[config.mk]
export PLATFORM = sky130hd
export DESIGN_NAME = ascii_hex_parser
export DESIGN_NICKNAME = d
export VERILOG_FILES = /design/src/rtl/ascii_hex_parser.sv
export SDC_FILE = /design/constraint.sdc
export NUM_CORES = 1
export LEC_CHECK = 0
export ABC_AREA = 0
export CORE_ASPECT_RATIO = 1.75
export CORE_MARGIN = 2
export CORE_UTILIZATION = 58
export DETAILED_ROUTE_END_ITERATION = 12
export GPL_ROUTABILITY_DRIVEN = 0
export GPL_TIMING_DRIVEN = 0
export HOLD_SLACK_MARGIN = 0.05
export PLACE_DENSITY = 0.87
export SKIP_CTS_REPAIR_TIMING = 1
export SYNTH_ARGS = -nofsm -noshare
export SYNTH_HDL_FRONTEND = slang
export SYNTH_SLANG_ARGS = --single-unit
[constraint.sdc]
create_clock -name clk -period 3.6 [get_ports clk]
set_input_delay 0.72 -clock clk [delete_from_list [all_inputs] [get_ports clk]]
set_output_delay 0.72 -clock clk [all_outputs]
set_load 0.1 [all_outputs]
[src/rtl/ascii_hex_parser.sv]
// ASCII hex token parser: accumulates hex digits, emits value/count/err on a terminator.
// Define ASCII_HEX_LOWER_EN to accept lowercase a-f as digits.
module ascii_hex_parser #(
    parameter int DIGITS = 8
) (
    input  logic                  clk,
    input  logic                  rst_n,
    input  logic                  in_valid,
    input  logic [7:0]            in_data,
    output logic                  in_ready,
    output logic                  out_valid,
    input  logic                  out_ready,
    output logic [4*DIGITS-1:0]   out_value,
    output logic [3:0]            out_count,
    output logic                  out_err
);

    localparam int W = 4 * DIGITS;

    typedef enum logic [1:0] {
        IDLE  = 2'd0,
        ACCUM = 2'd1,
        HOLD  = 2'd2
    } state_t;

    state_t         state_q, state_d;
    logic [W-1:0]   acc_q, acc_d;
    logic [3:0]     cnt_q, cnt_d;
    logic           err_q, err_d;
    logic           in_ready_q, in_ready_d;
    logic           out_valid_q, out_valid_d;
    logic [W-1:0]   out_value_q, out_value_d;
    logic [3:0]     out_count_q, out_count_d;
    logic           out_err_q, out_err_d;

    logic           is_dig;
    logic           is_term;
    logic [3:0]     nib;
    logic           accept;

    always_comb begin
        is_dig  = 1'b0;
        is_term = 1'b0;
        nib     = 4'h0;
        if (in_data >= 8'h30 && in_data <= 8'h39) begin
            is_dig = 1'b1;
            nib    = in_data[3:0];
        end else if (in_data >= 8'h41 && in_data <= 8'h46) begin
            is_dig = 1'b1;
            nib    = in_data[3:0] + 4'd9;
`ifdef ASCII_HEX_LOWER_EN
        end else if (in_data >= 8'h61 && in_data <= 8'h66) begin
            is_dig = 1'b1;
            nib    = in_data[3:0] + 4'd9;
`endif
        end else if (in_data == 8'h0D || in_data == 8'h0A
                     || in_data == 8'h20) begin
            is_term = 1'b1;
        end
    end

    assign accept = in_valid && in_ready_q;

    always_comb begin
        state_d     = state_q;
        acc_d       = acc_q;
        cnt_d       = cnt_q;
        err_d       = err_q;
        in_ready_d  = in_ready_q;
        out_valid_d = out_valid_q;
        out_value_d = out_value_q;
        out_count_d = out_count_q;
        out_err_d   = out_err_q;
        case (state_q)
            IDLE: begin
                if (accept && !is_term) begin
                    state_d = ACCUM;
                    if (is_dig) begin
                        acc_d = W'(nib);
                        cnt_d = 4'd1;
                    end else begin
                        err_d = 1'b1;
                    end
                end
            end
            ACCUM: begin
                if (accept) begin
                    if (is_dig) begin
                        acc_d = W'({acc_q, nib});
                        // Full: keep the newest DIGITS digits, flag overflow
                        if (cnt_q == 4'(DIGITS)) begin
                            err_d = 1'b1;
                        end else begin
                            cnt_d = cnt_q + 4'd1;
                        end
                    end else if (is_term) begin
                        out_value_d = acc_q;
                        out_count_d = cnt_q;
                        out_err_d   = err_q;
                        out_valid_d = 1'b1;
                        in_ready_d  = 1'b0;
                        state_d     = HOLD;
                    end else begin
                        err_d = 1'b1;
                    end
                end
            end
            HOLD: begin
                if (out_ready) begin
                    acc_d       = '0;
                    cnt_d       = 4'd0;
                    err_d       = 1'b0;
                    out_valid_d = 1'b0;
                    in_ready_d  = 1'b1;
                    state_d     = IDLE;
                end
            end
            default: begin
                state_d     = IDLE;
                in_ready_d  = 1'b1;
                out_valid_d = 1'b0;
            end
        endcase
    end

    always_ff @(posedge clk or negedge rst_n) begin
        if (!rst_n) begin
            state_q     <= IDLE;
            acc_q       <= '0;
            cnt_q       <= 4'd0;
            err_q       <= 1'b0;
            in_ready_q  <= 1'b1;
            out_valid_q <= 1'b0;
            out_value_q <= '0;
            out_count_q <= 4'd0;
            out_err_q   <= 1'b0;
        end else begin
            state_q     <= state_d;
            acc_q       <= acc_d;
            cnt_q       <= cnt_d;
            err_q       <= err_d;
            in_ready_q  <= in_ready_d;
            out_valid_q <= out_valid_d;
            out_value_q <= out_value_d;
            out_count_q <= out_count_d;
            out_err_q   <= out_err_d;
        end
    end

    assign in_ready  = in_ready_q;
    assign out_valid = out_valid_q;
    assign out_value = out_value_q;
    assign out_count = out_count_q;
    assign out_err   = out_err_q;

endmodule

==> results.toml <==
[timing]
min_period_ps = 3220
skew_ps = 9.34
relSlewSlack_pct = 33.3
slew_viol_final = 0
rsz0062_at_grt = "no"
timing.fmax_mhz = 311
finalSetupViolations = 0
fin_crit_sh_pct = 89.3
worst_pin_slew_ps = 998
hold_viol_final = 0
setup_slack_ps = 385

[worst_setup_path]
reg2reg_depth = 7
crit_fanout = 10
r2r_setup_slack_ps = 1060
cp-start-kind = "input port"
crit_path_end_kind = "register"
r2r-start = "state_q[1]$_DFFE_PN0P_"
cp.arrival_ps = 3450
required_ps = 3830
r2r_end = "acc_q[3]$_DFFE_PN0P_"
crit_type = "input port to register"

[power]
cellPowerDensity_nw_per_um2 = 599
ir_worst_vdd_uv = 367
p_leak_nw = 1.99
finalPower_mw = 2.70

[place]
pre_cts_slack_ps = 60.8
port_buffers = 50
place.detailed.hpwl_um = 5370

[logic_synthesis]
synth_seq_cells = 78
ys_seq_area_share_pct = 53.8
yosys.cell_count.top_type = "dfrtp_1"
yosys.area.top_type = "dfrtp_1"
async_flop_share_pct = 100
syn_avg_cell_area_um2 = 11.6
synth_edf_count = 0
ys_warn_count = 0
synth_fp_nets = 335
synth.area.top_cells = "dfrtp_1 53%, mux2_2 12%, o31ai_1 5.8%, nand2_1 3.5%, ha_1 3.1%"
post_synth_num_cell_types = 47
synth_top_area_share_pct = 53.1
synth_cells = 314
synth_area_um2 = 3630
yosys-top-cells-count = "77 x dfrtp_1, 39 x mux2_2, 34 x nand2_1"
synth_ff_type = "dfrtp_1"

[cts]
cts-root-buf = "clkbuf_8"
numCtsBuffers = 9
clk_latency_ps = 350
path_clk_slew_ps = 80
cts_num_sinks = 78
cts_tree = "yes"
clockBufferDepth = 2
cts_max_level = 3

[drt]
via_count = 2724
routed_wl_um = 7630
drc_errors = 0
antenna_left = 0
viasPerCell = 5.91
post_drt_wl_per_cell_um = 16.6
initialDrtViolationCount = 190
first_pass_iters = 4

[flow_run]
maxCapViolCount = 0

[global_routing]
grt_pass1_wl_um = 12800
first_global_vias = 2785
grt_max_degree = 73
overflow = 0
grt_usage_pct = 23.9
antenna_found_initial = 0

[layout]
drive_above_1_share_pct = 19.7
syn_to_final_growth_pct = 24.3
nNetsFinal = 397
multi_input_area_um2 = 1560
antenna_cells = 0
num-fill-cells = 421
seq_area_um2 = 1950

[floorplanning]
rows = 38
core_um2 = 6130
start_util_pct = 59.2
ioPinCount = 51
dieArea_um2 = 6930
die_y_um = 109
die_w_um = 63.8

[outcome]
outcome = "finished clean"

[hold_path]
min_path_type = "input port to async pin"
-- per-layer routing --
| layer | GRT usage [%] | vias to the layer above | share of wire, % |
|---|---|---|---|
| met3 | 5.06 | 25 | 3.7 |
| met2 | 41.3 | 76 | 55 |
| met4 | 13.7 | 0 | 3.5 |
| met5 | 0 | - | 0 |
| li1 | - | 1265 | - |
| met1 | 27.1 | 1358 | 38 |
-- logic make-up (layout without fill, tap and decap cells) --
| group | count (synthesis) | in the layout | synth area share (%) |
|---|---|---|---|
| compound gates | 78 | 78 | 14.6 |
| buf+inv | 30 | 97 | 3.34 |
| simple gates | 73 | 73 | 11.3 |
| fa+ha+maj | 9 | 9 | 3.10 |
| xor+xnor | 3 | 3 | 0.724 |
| flops | 78 | 78 | 53.8 |
| mux | 43 | 43 | 13.2 |
-- state kept, by name (all words and copies together), names as in the netlist --
| register | cells |
|---|---|
| acc_q | 32 |
| cnt_q | 4 |
| err_q | 1 |
| in_ready | 1 |
| out_count | 4 |
| out_err | 1 |
| out_valid | 1 |
| out_value | 32 |
| state_q | 2 |
-- critical path: stages --
cell and delay, ps:
clkdlybuf4s50_1 470, inv_1 110, ha_1 200, nand4b_1 120, a31oi_1 470, nand2_1 170
nor2_2 420, buf_2 390, mux2_2 370
-- how the worst max path moves through the flow --
stage | start | depth (start not counted) | slack, ps | to
2_1_floorplan | in_data[0] | 8 | 1020 | acc_q[3]$_DFFE_PN0P_
3_3_place_gp | rst_n | 1 | -750 | out_value[17]$_DFFE_PN0P_
3_5_place_dp | in_data[1] | 9 | 60 | out_count[0]$_DFFE_PN0P_
4_1_cts | in_data[1] | 9 | 410 | out_value[2]$_DFFE_PN0P_
5_1_grt | in_data[1] | 9 | 190 | out_value[2]$_DFFE_PN0P_
6_report | in_data[1] | 9 | 380 | out_value[31]$_DFFE_PN0P_
-- placed cells by master, fill, tap and decap left out, drive strengths merged, types with 4 or more instances in the layout --
| master | synthesis | routed |
|---|---|---|
| buf | 8 | 10 |
| mux2i | 4 | 4 |
| inv | 8 | 9 |
| nor2 | 9 | 9 |
| o21ai | 33 | 33 |
| clkbuf | 14 | 25 |
| dfrtp | 77 | 77 |
| ha | 9 | 9 |
| mux2 | 39 | 39 |
| o31ai | 28 | 28 |
| clkdlybuf4s50 | 0 | 49 |
| nand2 | 34 | 34 |
| nor3 | 6 | 6 |
-- report_power, final --
group | total [mW] | switching (mW) | internal, mW
clock | 0.811 | 0.312 | 0.500
sequential | 1.05 | 0.0807 | 0.972
combinational | 0.838 | 0.597 | 0.241
-- stage by stage --
stage	cells	cell area, µm²	hold WS [ps]	TNS [ps]	utilization, %
floorplan	314	3630	424	0	-
global placement	444	4230	486	-57220	69.0
detailed placement	445	4260	491	0	69.4
CTS	461	4510	164	0	73.6
global route	461	4510	160	0	73.6
finish	461	4510	174	0	73.6
-- cell type report --
type | count | area share [%]
plain buffers | 22 | 2.02
clock buffers | 11 | 3.36
multi-input cells | 206 | 34.5
clock inverters | 5 | 2.30
well taps | 80 | 2.22
inverters | 8 | 0.666
flip-flops and latches | 78 | 43.3
repair buffers | 51 | 11.6
(Power assumes the default switching activity.)
